## src/rtl/fp_pack.sv

```systemverilog
`default_nettype none
// +--------------------------------------------------------------------------+
// | fp_pack : packs normalized/rounded FP fields into an IEEE-754 single     |
// |           word and buffers it in a 2-entry FIFO (1-cycle latency).       |
// | Optional: define FP_PACK_FLAGS_EN to add out_flags {overflow,zero,nan}.  |
// | Revision: 1.0                                                            |
// +--------------------------------------------------------------------------+
module fp_pack (
  input  logic        clk,
  input  logic        reset,
  input  logic        in_valid,
  output logic        in_ready,
  input  logic        norm_sign,
  input  logic [7:0]  norm_exponent,
  input  logic [22:0] norm_mantissa,
  input  logic        round_carry,
  input  logic        nan_in,
  output logic        out_valid,
  input  logic        out_ready,
  output logic [31:0] out_result
`ifdef FP_PACK_FLAGS_EN
  ,
  output logic [2:0]  out_flags
`endif
);

  localparam logic [31:0] c_qnan      = 32'h7FC0_0000;
  localparam logic [7:0]  c_exp_max   = 8'hFF;
  localparam logic [7:0]  c_exp_zero  = 8'h00;
  localparam logic [8:0]  c_exp_inf9  = 9'd255;
  localparam logic [1:0]  c_depth     = 2'd2;
`ifdef FP_PACK_FLAGS_EN
  localparam int          ENTRY_W     = 35;
`else
  localparam int          ENTRY_W     = 32;
`endif

  // ------------------------------------------------------------------
  // Classification of the incoming result (priority-ordered)
  // ------------------------------------------------------------------
  logic [8:0] w_exp_inc;
  logic       w_is_nan;
  logic       w_is_inf;
  logic       w_is_carry_ovf;
  logic       w_is_carry;
  logic       w_is_zero;

  always_comb begin
    // 9-bit increment so a carry out of 254 is seen before truncation
    w_exp_inc      = {1'b0, norm_exponent} + 9'd1;
    w_is_nan       = nan_in;
    w_is_inf       = !w_is_nan && (norm_exponent == c_exp_max);
    w_is_carry_ovf = !w_is_nan && !w_is_inf && round_carry && (w_exp_inc >= c_exp_inf9);
    w_is_carry     = !w_is_nan && !w_is_inf && round_carry && (w_exp_inc <  c_exp_inf9);
    w_is_zero      = !w_is_nan && !w_is_inf && !round_carry && (norm_exponent == c_exp_zero);
  end

  logic [31:0] w_word;

  always_comb begin
    w_word = {norm_sign, norm_exponent, norm_mantissa};
    if (w_is_nan) begin
      w_word = c_qnan;
    end else if (w_is_inf || w_is_carry_ovf) begin
      w_word = {norm_sign, c_exp_max, 23'h0};
    end else if (w_is_carry) begin
      w_word = {norm_sign, w_exp_inc[7:0], 23'h0};
    end else if (w_is_zero) begin
      w_word = {norm_sign, c_exp_zero, 23'h0};
    end
  end

  logic [ENTRY_W-1:0] w_entry;

`ifdef FP_PACK_FLAGS_EN
  logic [2:0] w_flags;

  always_comb begin
    w_flags    = 3'b000;
    w_flags[2] = w_is_inf || w_is_carry_ovf;
    w_flags[1] = w_is_zero;
    w_flags[0] = w_is_nan;
  end

  assign w_entry = {w_flags, w_word};
`else
  assign w_entry = w_word;
`endif

  // ------------------------------------------------------------------
  // Two-entry FIFO
  // ------------------------------------------------------------------
  logic [ENTRY_W-1:0] mem_q [2];
  logic               rd_ptr_q;
  logic               wr_ptr_q;
  logic [1:0]         count_q;
  logic [1:0]         count_d;
  logic               w_push;
  logic               w_pop;

  assign in_ready  = (count_q < c_depth);
  assign out_valid = (count_q != 2'd0);
  assign w_push    = in_valid && in_ready;
  assign w_pop     = out_valid && out_ready;

  always_comb begin
    count_d = count_q;
    case ({w_push, w_pop})
      2'b10:   count_d = count_q + 2'd1;
      2'b01:   count_d = count_q - 2'd1;
      default: count_d = count_q;
    endcase
  end

  always_ff @(posedge clk or posedge reset) begin
    if (reset) begin
      mem_q[0] <= '0;
      mem_q[1] <= '0;
      rd_ptr_q <= 1'b0;
      wr_ptr_q <= 1'b0;
      count_q  <= 2'd0;
    end else begin
      if (w_push) begin
        mem_q[wr_ptr_q] <= w_entry;
        wr_ptr_q        <= ~wr_ptr_q;
      end
      if (w_pop) begin
        rd_ptr_q <= ~rd_ptr_q;
      end
      count_q <= count_d;
    end
  end

  // Head entry drives the outputs directly, so they hold while stalled
  assign out_result = mem_q[rd_ptr_q][31:0];
`ifdef FP_PACK_FLAGS_EN
  assign out_flags  = mem_q[rd_ptr_q][34:32];
`endif

endmodule
`default_nettype wire

```

## config.mk

```make
export PLATFORM = sky130hd
export DESIGN_NAME = fp_pack
export DESIGN_NICKNAME = d
export VERILOG_FILES = /design/src/rtl/fp_pack.sv
export SDC_FILE = /design/constraint.sdc
export NUM_CORES = 1
export LEC_CHECK = 0
export ABC_AREA = 1
export CAP_MARGIN = 20
export CORE_ASPECT_RATIO = 1.75
export CORE_MARGIN = 2
export CORE_UTILIZATION = 35
export DETAILED_ROUTE_END_ITERATION = 16
export SLEW_MARGIN = 20
export SYNTH_ARGS = -nofsm -noshare
export SYNTH_HDL_FRONTEND = slang
export SYNTH_SLANG_ARGS = --single-unit
```

## constraint.sdc

```tcl
create_clock -name clk -period 4.3 [get_ports clk]
set_input_delay 0.86 -clock clk [delete_from_list [all_inputs] [get_ports clk]]
set_output_delay 0.86 -clock clk [all_outputs]
set_load 0.01 [all_outputs]
```

==> qor.tcl <==
set qor(critical_path.max_fanout) 16
set qor(grt_max_degree) 45
set qor(max_slew_margin_pct) 28.2
set qor(clk_latency_ns) 0.33
set qor(setup_viol) 0
set qor(yosysUniqueCellTypes) 28
set qor(design.die.area_um2) 11900
set qor(status) {finished clean}
set qor(io-pin-count) 72
set qor(cts_num_sinks) 68
set qor(synth_flop_cell) {sky130_fd_sc_hd__dfrtp_1}
set qor(antenna_cells_inserted) 0
set qor(worst_setup_path_startpoint) {rd_ptr_q}
set qor(detail_route.iter0.violations) 231
set qor(synthCells) 550
set qor(area.growth.synth_to_final_pct) 28.2
set qor(synth_xor_area_share_pct) 0.679
set qor(final_antenna_net_count) 0
set qor(internal_power_mw) 2.04
set qor(min-delay-path-class) {reg2reg}
set qor(async_flop_share_pct) 100
set qor(worst-setup-path-type) {reg2out}
set qor(clock_power_share_pct) 23.0
set qor(timing.critical_path.to_type) {output port}
set qor(worstPathArrival_ns) 2.16
set qor(number_of_global_route_vias_before_repair) 3789
set qor(seq_power_share_pct) 33.7
set qor(place_inst) 728
set qor(postSynthRegisterBits) 68
set qor(cts_tree) {built}
set qor(final_layout_size_suffix_gt1_share_pct) 9.11
set qor(detailroute.via_count) 3723
set qor(placeableCoreArea_um2) 10800
set qor(fraction_of_the_mapped_netlist_area_in_adder_cells_pct) 1.29
set qor(maxClockFrequency_mhz) 331
set qor(initial_antenna_violation_count) 0
set qor(max_slew.worst_pin.slew_ns) 1.08
set qor(muxShareOfSynthArea_pct) 0
set qor(number_of_flops_mapped_to_enable_cells_by_yosys) 0
set qor(fin_crit_ns) 3.02
set qor(worstPathRequired_ns) 3.44
set qor(cts.htree.levels) 3
set qor(share_comb_of_total_power_pct) 43.3
set qor(totalNegativeSetupSlack_ns) 0
set qor(synth_fp_nets) 592
set qor(routed_wirelength_um) 11200
set qor(yosys_warnings) 0
set qor(cts_post_setup_buffers_inserted) 0
set qor(power.switching_fraction_pct) 37.1
set qor(pwr_density_cell_nw_per_um2) 653
set qor(cts-hold-fix-buffers) 0
set qor(io_buffers) 71
set qor(dominant_combinational_cell_family_by_area_after_synthesis) {simple AND/OR/NAND/NOR gates}
set qor(wl_per_cell_um) 15.1
set qor(numCtsBuffers) 9
set qor(worst_setup_path_start_kind) {register}
set qor(complex_gate_fraction_of_the_synthesized_area_pct) 2.75
set qor(rsz_0062_raised_after_global_routing) {no}
set qor(timing.final.hold_violations) 0
set qor(max-cap-violations) 0
set qor(initial_utilization_pct) 35.9
set qor(drc) 0
set qor(cts-resized-gates) 0
set qor(firstDrtPassIters) 4
set qor(syn_area_um2) 3870
set qor(die_y_um) 143
set qor(clk_path_buf_depth) 2
set qor(synth_seq_area_share_pct) 44.0
set qor(switching_power_mw) 1.20
set qor(syn-mean-instance-area_um2) 7.03
set qor(grt-ovfl-total) 0
set qor(max-vdd-ir-drop_v) 0.000240
set qor(final_nets) 652
set qor(dp_hpwl_um) 7530
set qor(finalNonFillerCells) 745
set qor(placementRows) 50
set qor(final_critical_path_share_of_the_clock_period_pct) 70.3
set qor(gpl.final_weighted_congestion) 0.955
set qor(die_width_um) 83.5
set qor(ctsRootBufferMaster) {sky130_fd_sc_hd__clkbuf_16}
set qor(clock_pin_slew_on_the_worst_setup_and_hold_paths_ns) 0.06
set qor(maxSlewViolCount) 0
set qor(via_per_inst) 5.00
set qor(post_synth_and_or_nand_nor_area_fraction_pct) 44.1
set qor(worstHoldStart) {mem_q[31]}
set qor(rr_startpoint) {count_q[1]}
set qor(clock_skew_ns) 0.00726
set qor(groute.usage.overall_pct) 19.7
set qor(grt_first_pass_wirelength_um) 18600
set qor(leakagePower_nw) 2.56
[power groups by stage]
stage | Combinational, mW | Clock, mW | Sequential (mW)
6_report | 1.40 | 0.746 | 1.09
5_1_grt | 1.56 | 0.791 | 1.13
4_1_cts | 1.41 | 0.756 | 1.09
3_5_place_dp | 1.40 | 0 | 1.10
3_3_place_gp | 1.38 | 0 | 1.09
2_1_floorplan | 0.786 | 0 | 1.06
[synth_stat cells, types with 2 or more instances]
| library cell | count | area, µm² |
|---|---|---|
| sky130_fd_sc_hd__buf_4 | 2 | 15.0 |
| sky130_fd_sc_hd__a21oi_1 | 2 | 10.0 |
| sky130_fd_sc_hd__xor2_1 | 2 | 17.5 |
| sky130_fd_sc_hd__inv_1 | 27 | 101 |
| sky130_fd_sc_hd__buf_6 | 6 | 67.6 |
| sky130_fd_sc_hd__clkbuf_1 | 17 | 63.8 |
| sky130_fd_sc_hd__dfrtp_1 | 68 | 1700 |
| sky130_fd_sc_hd__nand3_1 | 79 | 395 |
| sky130_fd_sc_hd__buf_2 | 5 | 25.0 |
| sky130_fd_sc_hd__o21ai_1 | 2 | 10.0 |
| sky130_fd_sc_hd__o21ai_0 | 12 | 60.1 |
| sky130_fd_sc_hd__nand4_1 | 2 | 12.5 |
| sky130_fd_sc_hd__nand3_2 | 2 | 20.0 |
| sky130_fd_sc_hd__nand2_1 | 272 | 1020 |
| sky130_fd_sc_hd__nor2_1 | 18 | 67.6 |
| sky130_fd_sc_hd__nor2_2 | 19 | 119 |
| sky130_fd_sc_hd__ha_1 | 4 | 50.1 |
[cell families after synthesis]
family                     count (synthesis)
and+or+nand+nor                          399
xor gates and xnor gates                   3
buffers and inverters                     58
AOI/OAI and AO/OA                         18
adders and majority gates                  4
DFF                                       68
[cell type report]
cell class	count	area (µm²)
Tap cell	130	163
Sequential cell	68	1700
Timing Repair Buffer	79	791
Inverter	28	108
Clock inverter	6	63.8
Multi-Input combinational cell	424	1890
Fill cell	1130	5800
Clock buffer	10	239
[placed cells by master, fill, tap and decap left out, types with 2 or more instances in the layout]
| master | netlist | routed |
|---|---|---|
| sky130_fd_sc_hd__o21ai_0 | 12 | 12 |
| sky130_fd_sc_hd__inv_1 | 27 | 24 |
| sky130_fd_sc_hd__ha_1 | 4 | 4 |
| sky130_fd_sc_hd__inv_2 | 0 | 2 |
| sky130_fd_sc_hd__nor2_2 | 19 | 21 |
| sky130_fd_sc_hd__nand3_1 | 79 | 79 |
| sky130_fd_sc_hd__clkdlybuf4s50_1 | 0 | 71 |
| sky130_fd_sc_hd__o21ai_1 | 2 | 2 |
| sky130_fd_sc_hd__nand2_1 | 272 | 272 |
| sky130_fd_sc_hd__nand4_1 | 2 | 2 |
| sky130_fd_sc_hd__a21oi_1 | 2 | 2 |
| sky130_fd_sc_hd__nor2_1 | 18 | 16 |
| sky130_fd_sc_hd__clkinvlp_4 | 0 | 2 |
| sky130_fd_sc_hd__buf_4 | 2 | 6 |
| sky130_fd_sc_hd__dfrtp_1 | 68 | 68 |
| sky130_fd_sc_hd__xor2_1 | 2 | 2 |
| sky130_fd_sc_hd__nand3_2 | 2 | 2 |
| sky130_fd_sc_hd__clkbuf_16 | 0 | 9 |
| sky130_fd_sc_hd__clkinv_2 | 0 | 2 |
[stage by stage]
stage          hold slack, ns  instance area (µm²)  power [mW]  utilization [%]  worst slack, ns
3_5_place_dp            0.461                 4640        2.50             43.1             1.00
5_1_grt                 0.497                 4960        3.48             46.1             1.13
4_1_cts                 0.476                 4940        3.25             45.9             1.07
2_1_floorplan           0.442                 3870        1.84                -             1.73
6_report                0.474                 4960        3.24             46.1             1.28
3_3_place_gp            0.453                 4620        2.47             42.9             1.03
[critical path, cell delays in order (launching register included)]
cell	delay [ns]
sky130_fd_sc_hd__dfrtp_1	0.34
sky130_fd_sc_hd__clkinv_1	0.47
sky130_fd_sc_hd__buf_8	0.36
sky130_fd_sc_hd__nand2_1	0.06
sky130_fd_sc_hd__nand2_1	0.08
sky130_fd_sc_hd__clkdlybuf4s50_1	0.49
[final timing paths]
| check | to | slack (ns) | cells after the start |
|---|---|---|---|
| setup / recovery | out_result[6] | 1.28 | 5 |
| hold / removal | mem_q[31] | 0.47 | 2 |
| setup reg to reg | mem_q[51] | 2.21 | 7 |
| hold reg to reg | mem_q[31] | 0.47 | 2 |
| max in group asynchronous | mem_q[54] | 2.59 | 4 |
| min in group asynchronous | mem_q[3] | 0.88 | 2 |
[state kept, by name (all words and copies together) (netlist names)]
signal / flops
count_q: 2
mem_q: 64
rd_ptr_q: 1
wr_ptr_q: 1
[per-layer routing]
layer,share of wire [%],vias up,track usage [%]
met2,54,105,37.1
li1,-,1838,-
met3,4.2,20,3.06
met4,2.6,0,8.57
met1,39,1760,21.7
met5,0,-,0
(Power assumes the default switching activity.)
